## src/rtl/spi_reg_bank.sv

```systemverilog
// -----------------------------------------------------------------------------
// spi_reg_bank
//   Register bank that sits behind an SPI slave. The slave presents a register
//   address and a single-cycle write strobe. Read data is a zero-wait-state
//   combinational decode of the address.
//
//   Map: 0 ID (RO)  1 CTRL (RW)  2 CMD (WO, reads 0)  3 STATUS (W1C, [3:0])
//        4 IRQ_MASK (RW, [3:0])  5 EVT_CNT (RO)  6 SCRATCH (RW)  7 reserved
//
// Ports
//   clk            : system clock, rising edge
//   rstb           : synchronous active-low reset
//   ena            : global enable, 0 freezes all state
//   reg_addr       : register address from the SPI slave
//   reg_data_wr    : write data
//   reg_data_wr_dv : single-cycle write strobe
//   reg_data_rd    : read data for reg_addr
//   ctrl           : CTRL register contents
//   start_pulse    : one-cycle pulse after a CMD write with bit0 set
//   evt_in         : event lines, synchronous to clk
//   irq            : registered OR of STATUS & IRQ_MASK
// -----------------------------------------------------------------------------
module spi_reg_bank #(
  parameter int               ADDR_W   = 3,
  parameter int               REG_W    = 8,
  parameter logic [REG_W-1:0] ID_VALUE = 8'hA5
) (
  input  logic              clk,
  input  logic              rstb,
  input  logic              ena,
  input  logic [ADDR_W-1:0] reg_addr,
  input  logic [REG_W-1:0]  reg_data_wr,
  input  logic              reg_data_wr_dv,
  output logic [REG_W-1:0]  reg_data_rd,
  output logic [REG_W-1:0]  ctrl,
  output logic              start_pulse,
  input  logic [3:0]        evt_in,
  output logic              irq
);

  localparam logic [2:0] A_ID       = 3'd0;
  localparam logic [2:0] A_CTRL     = 3'd1;
  localparam logic [2:0] A_CMD      = 3'd2;
  localparam logic [2:0] A_STATUS   = 3'd3;
  localparam logic [2:0] A_IRQ_MASK = 3'd4;
  localparam logic [2:0] A_EVT_CNT  = 3'd5;
  localparam logic [2:0] A_SCRATCH  = 3'd6;

  logic [REG_W-1:0] r_ctrl;
  logic [REG_W-1:0] r_scratch;
  logic [REG_W-1:0] r_evt_cnt;
  logic [3:0]       r_status;
  logic [3:0]       r_irq_mask;
  logic [3:0]       r_prev;
  logic             r_start_pulse;
  logic             r_irq;

  logic             w_addr_ok;
  logic [2:0]       w_sel;
  logic             w_wr;
  logic [3:0]       w_edge;
  logic [3:0]       w_w1c;
  logic             w_cnt_clr;

  // Any set address bit above [2:0] lands in the reserved space.
  if (ADDR_W > 3) begin : g_wide_addr
    assign w_addr_ok = (reg_addr[ADDR_W-1:3] == '0);
  end else begin : g_narrow_addr
    assign w_addr_ok = 1'b1;
  end

  assign w_sel     = reg_addr[2:0];
  assign w_wr      = ena & reg_data_wr_dv & w_addr_ok;
  assign w_edge    = evt_in & ~r_prev;
  assign w_w1c     = (w_wr && w_sel == A_STATUS) ? reg_data_wr[3:0] : 4'b0000;
  assign w_cnt_clr = w_wr && (w_sel == A_CMD) && reg_data_wr[1];

  assign ctrl = r_ctrl;
  assign irq  = r_irq;
  // Gated so the pulse is never visible on a frozen (ena=0) cycle.
  assign start_pulse = r_start_pulse & ena;

  // NOTE: sequential state uses non-blocking assignments so every register
  // samples the pre-edge values of the others, independent of statement order.
  always_ff @(posedge clk) begin
    if (!rstb) begin
      r_ctrl        <= '0;
      r_scratch     <= '0;
      r_evt_cnt     <= '0;
      r_status      <= '0;
      r_irq_mask    <= '0;
      r_prev        <= '0;
      r_start_pulse <= 1'b0;
      r_irq         <= 1'b0;
    end else if (ena) begin
      r_prev        <= evt_in;
      r_start_pulse <= w_wr && (w_sel == A_CMD) && reg_data_wr[0];

      if (w_wr && w_sel == A_CTRL)     r_ctrl     <= reg_data_wr;
      if (w_wr && w_sel == A_SCRATCH)  r_scratch  <= reg_data_wr;
      if (w_wr && w_sel == A_IRQ_MASK) r_irq_mask <= reg_data_wr[3:0];

      // Clear first, then OR in new edges: a coincident set wins.
      r_status <= (r_status & ~w_w1c) | w_edge;

      // Clear outranks a same-cycle increment; counter saturates.
      if (w_cnt_clr)
        r_evt_cnt <= '0;
      else if (w_edge[0] && r_evt_cnt != '1)
        r_evt_cnt <= r_evt_cnt + REG_W'(1);

      r_irq <= |(r_status & r_irq_mask);
    end else begin
      r_start_pulse <= 1'b0;
    end
  end

  // NOTE: the default assignment up front keeps this decode free of latches
  // for any address that no case item covers.
  always_comb begin
    reg_data_rd = '0;
    if (w_addr_ok) begin
      case (w_sel)
        A_ID:       reg_data_rd = ID_VALUE;
        A_CTRL:     reg_data_rd = r_ctrl;
        A_STATUS:   reg_data_rd = REG_W'(r_status);
        A_IRQ_MASK: reg_data_rd = REG_W'(r_irq_mask);
        A_EVT_CNT:  reg_data_rd = r_evt_cnt;
        A_SCRATCH:  reg_data_rd = r_scratch;
        default:    reg_data_rd = '0;
      endcase
    end
  end

endmodule

```

## config.mk

```make
export PLATFORM = sky130hd
export DESIGN_NAME = spi_reg_bank
export DESIGN_NICKNAME = d
export VERILOG_FILES = /design/src/rtl/spi_reg_bank.sv
export SDC_FILE = /design/constraint.sdc
export NUM_CORES = 1
export LEC_CHECK = 0
export ABC_AREA = 1
export CORE_UTILIZATION = 46
export DETAILED_ROUTE_END_ITERATION = 10
export PLACE_DENSITY_LB_ADDON = 0.2
export RECOVER_POWER = 100
export SYNTH_ARGS = -nofsm -noshare
export SYNTH_HDL_FRONTEND = slang
export SYNTH_SLANG_ARGS = --single-unit
```

## constraint.sdc

```tcl
create_clock -name clk -period 1.5 [get_ports clk]
set_clock_uncertainty 0.2 [all_clocks]
set_input_delay 0.225 -clock clk [delete_from_list [all_inputs] [get_ports clk]]
set_output_delay 0.225 -clock clk [all_outputs]
set_load 0.01 [all_outputs]
```

After elaboration in Yosys (flattened, before gate mapping)
Index checks and enable logic that the tools add are counted.
{"block": "word_totals", "ff_bits": 38, "latchBits": 0, "mem_bits_rw": 0, "mem_bits_ro": 0, "input_bits": 19, "output_inout_bits": 18, "elab_cells": 44, "mem_count": 0}
{"block": "op_classes", "add_sub_neg": 1, "multipliers": 0, "div_mod_pow": 0, "magnitude_cmp": 0, "eq_ne": 7, "n_shift": 0, "mux": 4, "n_bitwise": 8, "reduce_logical": 16}
{"cell": "8-bit one-hot mux with 6 select lines", "count": 1}
{"cell": "8-bit two-way mux", "count": 2}
{"cell": "4-bit AND", "count": 3}
{"cell": "2-bit AND reduction", "count": 5}
{"cell": "3-bit equality test, second input constant", "count": 3}
{"cell": "8-bit by 1-bit adder with 8-bit output, second input constant", "count": 1}
{"cell": "1-bit logical AND", "count": 8}
{"cell": "8-bit inequality test, second input constant", "count": 1}
{"cell": "4-bit NOT", "count": 2}
{"cell": "3-bit by 2-bit equality test with 1-bit output, second input constant", "count": 2}
{"cell": "4-bit two-way mux", "count": 1}
{"cell": "4-bit OR", "count": 1}
{"cell": "4-bit OR reduction", "count": 1}
{"cell": "3-bit by 1-bit equality test with 1-bit output, second input constant", "count": 1}
{"cell": "3-bit logical NOT", "count": 1}
{"cell": "1-bit AND", "count": 2}
{"cell": "2-bit nonzero test", "count": 1}

Longest topological paths before layout
Gate-level depths: netlist (run 1).
{"block": "logic_depth", "ltp_word": 6, "depth_mapped": 8, "depth_no_buf": 8}

Worst setup path before layout (run 1)
Ideal clock, no wire load.
{"block": "synth_path", "kind": "flip-flop to flip-flop", "from": "reg r_evt_cnt[0]", "to": "reg r_evt_cnt[5]", "setup_time_ps": 113, "t_arrival_ps": 1162, "t_required_ps": 1187, "setup_slack_ps": 25, "path_stages_with_launch": 9, "period_less_slack_ps": 1475, "path_cell_list": "dfxtp_1 ha_1 nand2_1 nor2_2 nand2_2 nand2_4 nand2_4 nor2_1 nor2_1"}
{"block": "synth_between", "elab_chain_cells": 4, "word_cells_on_any_way": 7}
{"element": "from (decl)", "line": "51", "text": "logic [REG_W-1:0] r_evt_cnt;"}
{"element": "from (signal assigned)", "line": "110", "text": "r_evt_cnt <= r_evt_cnt + REG_W'(1);"}
{"element": "branches (longest 4 deep; another with 8-bit by 1-bit adder with 8-bit output)"}
Several ways; the timed one is not identified. The select of a mux whose other input is x is not followed.
A chain may end at the register's enable or synchronous reset.

Worst setup path after layout (run 1)
{"block": "layout_path", "from": "in reg_addr[0]", "to": "out reg_data_rd[1]"}
{"block": "layout_between", "elab_chain_cells": 2, "word_cells_on_any_way": 7}
{"element": "from (decl)", "line": "31", "text": "input logic [ADDR_W-1:0] reg_addr,"}
{"element": "3-bit equality test (tied with other cells)", "line": "123", "text": "case (w_sel)"}
{"element": "8-bit one-hot mux with 6 select lines *", "line": "123"}
{"element": "to (decl)", "line": "34", "text": "output logic [REG_W-1:0] reg_data_rd,"}
Every way passes the cells marked *; elsewhere a longest branch is shown, timed or not.

==> run metrics, run 1 <==
PwrDens=823 mW/mm^2; crit path DAT=1.24 ns; Post-synth top flop=dfxtp_1; gp weighted congestion=0.845; yosys warns=0; H-tree depth=2; vias in the first global route=1976; setup slack, reg-to-reg=0 ns; via count=2141; sequential cell area fraction in the yosys report=39.0%; first-pass GRT wire length=9020 um; Residual DRC=0; post-layout util=76.4%; routed wire length=5860 um; f_max=0.600 GHz; DRT Pass-1 Iters=4; Synth async-reset ratio=0%; max-cap violations=0; post-DP HPWL=3940 um; Avg Inst Size Synth=7.30 um^2; clk root buf=clkbuf_8; crit-path max FO=4; layout cell share with drive strength beyond 1=38.3%; Yosys reg bits=38; # clock sinks=38; Routed Antenna Nets=0; hold crit path type=primary input to flip-flop; CTS Hold Bufs=0; Post-Route M1 WL=2430 um; Inserted Diodes=0; Post-Syn Instances=267; WL/cell=13.9 um; TritonCTS buffer count=5; I/O pin cnt=37; final count of hold timing violations=0; WL met2=2900 um; Crit. End Element=output pin; Core Footprint=0.00403 mm^2; Startpoint Class=primary input; Final Net Count=392; clk slew on worst S/H paths=0.07 ns; largest net degree at the start of global routing=22; Distinct cells, synth=32; EDFF count, synth=0; area grow syn2layout=58.0%; Worst slew margin=76.3%; Die W=67.1 um; failing checks=negative setup slack; outcome=complete, but fails checks; number of antenna violations at the first check in global routing=0; number of I/O port buffers=36; max-slew violations=0; worst IR drop on VDD=0.515 mV; RSZ-0062 raised after global routing=yes; minimum clock period=1.67 ns; Detailed Route Iter0 Violations=161; Max clock buf depth=2; mapped cell area=0.00195 mm^2; Worst Path Class, Setup=primary input to output pin; leakage dissipation=1.41 nW; part of the cycle the worst path needs=111%; die extent in y=67.1 um; top sig layer=met4; initial core utilization=48.4%; die footprint=0.00450 mm^2; final critical-path setup slack=-0.167 ns; setup TNS=-0.819 ns; WP data required=1.07 ns; Rows=23; CTS tree=built; endpoints failing setup=8; Clock Latency Late Sink=0.30 ns; WL met3=370 um; overall routing resource usage=27.5%; GRT overflow=0; vias per std cell=5.06; Worst-Margin Slew=0.356 ns; fillers=297; syn nets=287
==> sequential cells by signal (all words and copies together) (netlist names) <==
| signal | count |
|---|---|
| r_irq_mask | 4 |
| r_prev | 4 |
| r_start_pulse | 1 |
| r_scratch | 8 |
| irq | 1 |
| r_evt_cnt | 8 |
| r_status | 4 |
| ctrl | 8 |
==> synthesized netlist by cell type (3+ instances only) <==
cell	number	area [um^2]
o21ai_1	3	15.0
nand2_4	5	56.3
nand3_1	15	75.1
a21oi_1	24	120
nor2_1	38	143
nor2_4	3	33.8
o21ai_0	19	95.1
dfxtp_1	38	761
nand2_2	3	18.8
o211ai_1	4	30.0
or2_2	3	18.8
inv_1	23	86.3
nand2_1	61	229
nand4_1	3	18.8
==> cell families after synthesis <==
family	Yosys count	synth area share [%]
buffers and inverters	32	7.64
AND/OR/NAND/NOR	141	37.1
AO/OA/AOI/OAI	55	15.5
flip-flops	38	39.0
adder cells (fa/ha/maj)	1	0.642
==> path summary, 6_finish.rpt <==
check                             startpoint        endpoint  cells past startpoint
worst min-delay path                     ena       r_prev[1]                      3
worst max register to register  r_evt_cnt[0]    r_evt_cnt[2]                      8
worst max-delay path             reg_addr[0]  reg_data_rd[1]                     10
worst min register to register     r_prev[1]       r_prev[1]                      2
==> where the power goes <==
| group | switching [W] | internal [W] | total (W) |
|---|---|---|---|
| Clock | 0.000373 | 0.000709 | 0.00108 |
| Combinational | 0.000191 | 0.000193 | 0.000384 |
| Sequential | 0.0000257 | 0.00104 | 0.00107 |
| Total | 0.000590 | 0.00194 | 0.00253 |
==> cell type report <==
type                            count  area, um^2  share of cell area (%)
Clock buffer                        6        82.6                    2.68
Multi-Input combinational cell    197        1140                    37.1
Sequential cell                    38         772                    25.1
Tap cell                           50        62.6                    2.03
Clock inverter                      2        60.1                    1.95
Timing Repair Buffer              102         831                    27.0
Inverter                           28         129                    4.19
==> through the flow <==
step	area, um^2	worst slack [ns]	hold slack [ns]	cells	power, W
final	3080	-0.167	0.191	423	0.00253
after global routing	3080	-0.210	0.206	423	0.00264
after CTS	3010	-0.161	0.178	420	0.00253
after detailed placement	2740	-0.896	0.245	400	0.00143
after global placement	2740	-0.857	0.244	400	0.00143
after floorplan	1950	0.0248	0.160	267	0.00124
==> metal layers <==
layer / vias to the layer above / GRT usage, %
met1: 967 / 32.3
met2: 77 / 47.3
met4: 0 / 10.6
li1: 1078 / -
met5: - / 0
met3: 19 / 6.68
==> critical path: stages <==
cell,delay [ns]
buf_8,0.10
buf_6,0.11
nand3_4,0.08
clkinvlp_4,0.14
buf_6,0.16
nand2_2,0.06
nand2_2,0.05
a21oi_2,0.09
nand3_1,0.07
buf_2,0.14
==> cell usage in the layout, fill, tap and decap left out, types with 2 or more instances in the layout <==
| master | count |
|---|---|
| nand4_1 | 3 |
| nand2_2 | 10 |
| o21ai_1 | 7 |
| dfxtp_1 | 31 |
| o211ai_1 | 4 |
| nand3_1 | 12 |
| dfxtp_2 | 6 |
| clkbuf_2 | 2 |
| buf_2 | 8 |
| inv_2 | 3 |
| nand2_1 | 53 |
| nor2_8 | 2 |
| nand3_2 | 2 |
| or2_2 | 3 |
| buf_6 | 10 |
| nor2_1 | 36 |
| clkdlybuf4s50_1 | 13 |
| buf_4 | 49 |
| clkbuf_8 | 6 |
| o21ai_0 | 15 |
| a21oi_2 | 6 |
| nand3_4 | 3 |
| a21oi_1 | 19 |
| inv_1 | 21 |
| clkbuf_4 | 6 |
| bufinv_16 | 2 |
| dlygate4sd2_1 | 11 |
| nor2_4 | 6 |
| nand2_4 | 7 |
==> timing repair <==
action                     in CTS  in global routing
setup endpoints to repair      40                 19
pin swaps                      10                 11
resized for setup              89                 27
setup buffers                  12                  3
Note: power is estimated with default switching activity, not from simulation.
==> run 2, diff against run 1 <==
CORE_MARGIN = 3   (was not set)
CTS_CLUSTER_SIZE = 20   (was not set)
PLACE_DENSITY = 0.8   (was not set)
PLACE_DENSITY_LB_ADDON = not set   (was 0.2)
==> run 2 against run 1 <==
The flow still finishes with violations (negative setup slack). Via count up 9.5%. Flip-flop and latch count unchanged. Wire length up 18%. Core utilization up 1.9 points. Non-clock buffer count down 1. Sequential share of layout area down 0.17 points. Largest cell class unchanged. Highest routed layer unchanged.
==> run metrics, run 2 (synthesis gave the netlist of run 1 again) <==
clk root buf=clkbuf_8; Reg-to-Reg Start=r_evt_cnt[0]; WL/cell=16.4 um; DRT Pass-1 Iters=5; most used cell along the critical path=buf_6; first-pass GRT wire length=10000 um; final count of hold timing violations=0; endpoints failing setup=25; Routed Antenna Nets=0; Worst-Margin Slew=0.366 ns; initial core utilization=48.4%; hold path endpoint=r_start_pulse; TritonCTS buffer count=5; Startpoint Class=primary input; H-tree depth=2; part of the cycle the worst path needs=109%; Die W=71.1 um; Inst Count DP=402; crit-path max FO=3; Sw Pwr=0.000625 W; Worst Path Class, Setup=primary input to output pin; max-cap violations=0; failing checks=negative setup slack; layout cell share with drive strength beyond 1=42.7%; Worst slew margin=75.6%; I/O pin cnt=37; sequential share of power=41.5%; crit path DAT=1.20 ns; die footprint=0.00505 mm^2; GRT overflow=0; switching share of total power=24.3%; CTS Hold Bufs=0; Clk pwr share=42.7%; worst path cell trace=buf_8 > buf_6 > nand3_4 > inv_2 > buf_6 > nand2_4 > nand2_2 > a21oi_2 > nand3_1 > buf_2; hold path startpoint=reg_addr[2]; minimum clock period=1.63 ns; via count=2345; post-DP HPWL=4220 um; number of I/O port buffers=36; # clock sinks=38; outcome=complete, but fails checks; RSZ-0062 raised after global routing=yes; hold crit path type=primary input to flip-flop; routed wire length=6900 um; most frequent cells in the layout=54 x buf_4, 51 x nand2_1, 36 x nor2_1; Crit. End Element=output pin; Top delay family on crit path=buffers and inverters; max-slew violations=0; post-layout util=78.3%; PwrDens=816 mW/mm^2; Comb pwr share=15.8%; worst hold path cell count=5; worst IR drop on VDD=0.633 mV; WP data required=1.07 ns; Inserted Diodes=0; area grow syn2layout=61.9%; overall routing resource usage=25.1%; Clock Latency Late Sink=0.30 ns; die extent in y=71.1 um; most common cell after layout, fill and taps aside=buf_4; Max clock buf depth=2; final non-filler cell total=422; max incr delay on CP=0.16 ns; f_max=0.614 GHz; FF-to-FF End=r_evt_cnt[0]; largest net degree at the start of global routing=22; Detailed Route Iter0 Violations=176; Residual DRC=0; CTS tree=built; Rows=23; leakage dissipation=1.46 nW; Final Net Count=391; Reg2Reg Depth=7; Core Footprint=0.00403 mm^2; vias in the first global route=2226; setup slack, reg-to-reg=-0.02 ns; clk slew on worst S/H paths=0.08 ns; vias per std cell=5.56; gp weighted congestion=0.862; CP bufs+invs=5; final critical-path setup slack=-0.128 ns; CP max-delay cell=buf_2; number of antenna violations at the first check in global routing=0; Fin Hold WS=0.146 ns; Internal=0.00195 W
## run 2: changes by cell type in the layout (fill, tap and decap cells not counted), moves of 5 or more
cell	previous run	this run
buf_4	49	54
dfxtp_2	6	14
inv_2	3	8
clkbuf_4	6	0
dfxtp_1	31	22
inv_1	21	16
## run 2: worst max-delay path by stage
| stage | startpoint | end | slack [ns] | cells after the start |
|---|---|---|---|---|
| after detailed placement | reg_addr[1] | reg_data_rd[0] | -0.89 | 8 |
| final | reg_addr[0] | reg_data_rd[1] | -0.13 | 10 |
| after global routing | reg_addr[0] | reg_data_rd[1] | -0.15 | 10 |
| after CTS | r_evt_cnt[3] | reg_data_rd[3] | -0.09 | 5 |
| after global placement | reg_addr[2] | reg_data_rd[0] | -0.83 | 7 |
| after floorplan | r_evt_cnt[0] | r_evt_cnt[5] | 0.02 | 8 |
## run 2: final cells by class
| class | instances | area, um^2 |
|---|---|---|
| clock buffer | 6 | 82.6 |
| clock inverter | 2 | 60.1 |
| fill | 261 | 875 |
| inverter | 28 | 133 |
| multi-input combinational | 197 | 1180 |
| sequential | 38 | 786 |
| tap | 50 | 62.6 |
| timing repair buffer | 101 | 855 |
## run 2: routing by layer
layer | part of all wire [%] | wire length [um] | track usage (%) | up-vias
met3 | 7.4 | 511 | 6.11 | 46
met1 | 36 | 2520 | 28.1 | 1062
li1 | - | - | - | 1081
met4 | 5.8 | 397 | 12.7 | 0
met2 | 50 | 3480 | 43.9 | 156
met5 | 0 | 0 | 0 | -
## run 2: per-stage QoR
step / power, W / instance area (um^2) / TNS, ns / setup slack (ns)
after floorplan: 0.00124 / 1950 / 0 / 0.0248
after global placement: 0.00143 / 2780 / -16.63 / -0.826
after detailed placement: 0.00144 / 2780 / -17.94 / -0.888
after CTS: 0.00254 / 2990 / -0.159 / -0.0864
after global routing: 0.00265 / 3150 / -2.17 / -0.150
final: 0.00257 / 3150 / -0.725 / -0.128
## run 2: what timing repair did
| action | 4_1_cts | 5_1_grt |
|---|---|---|
| setup endpoints to repair | 40 | 18 |
| pin swaps | 9 | 20 |
| gates resized for setup | 90 | 51 |
| setup buffers | 6 | 6 |
## run 2: tightest hold or removal path, stage by stage
cell and delay, ns:
buf_6 0.10, buf_4 0.13, nor2_4 0.05, nand2_1 0.05, nor3_1 0.04
## run 2: power groups by stage
stage	Sequential (W)	Clock (W)	Combinational [W]
2_1_floorplan	0.00108	0	0.000151
5_1_grt	0.00107	0.00114	0.000434
4_1_cts	0.00106	0.00110	0.000374
3_3_place_gp	0.00108	0	0.000349
3_5_place_dp	0.00108	0	0.000359
6_report	0.00107	0.00110	0.000407
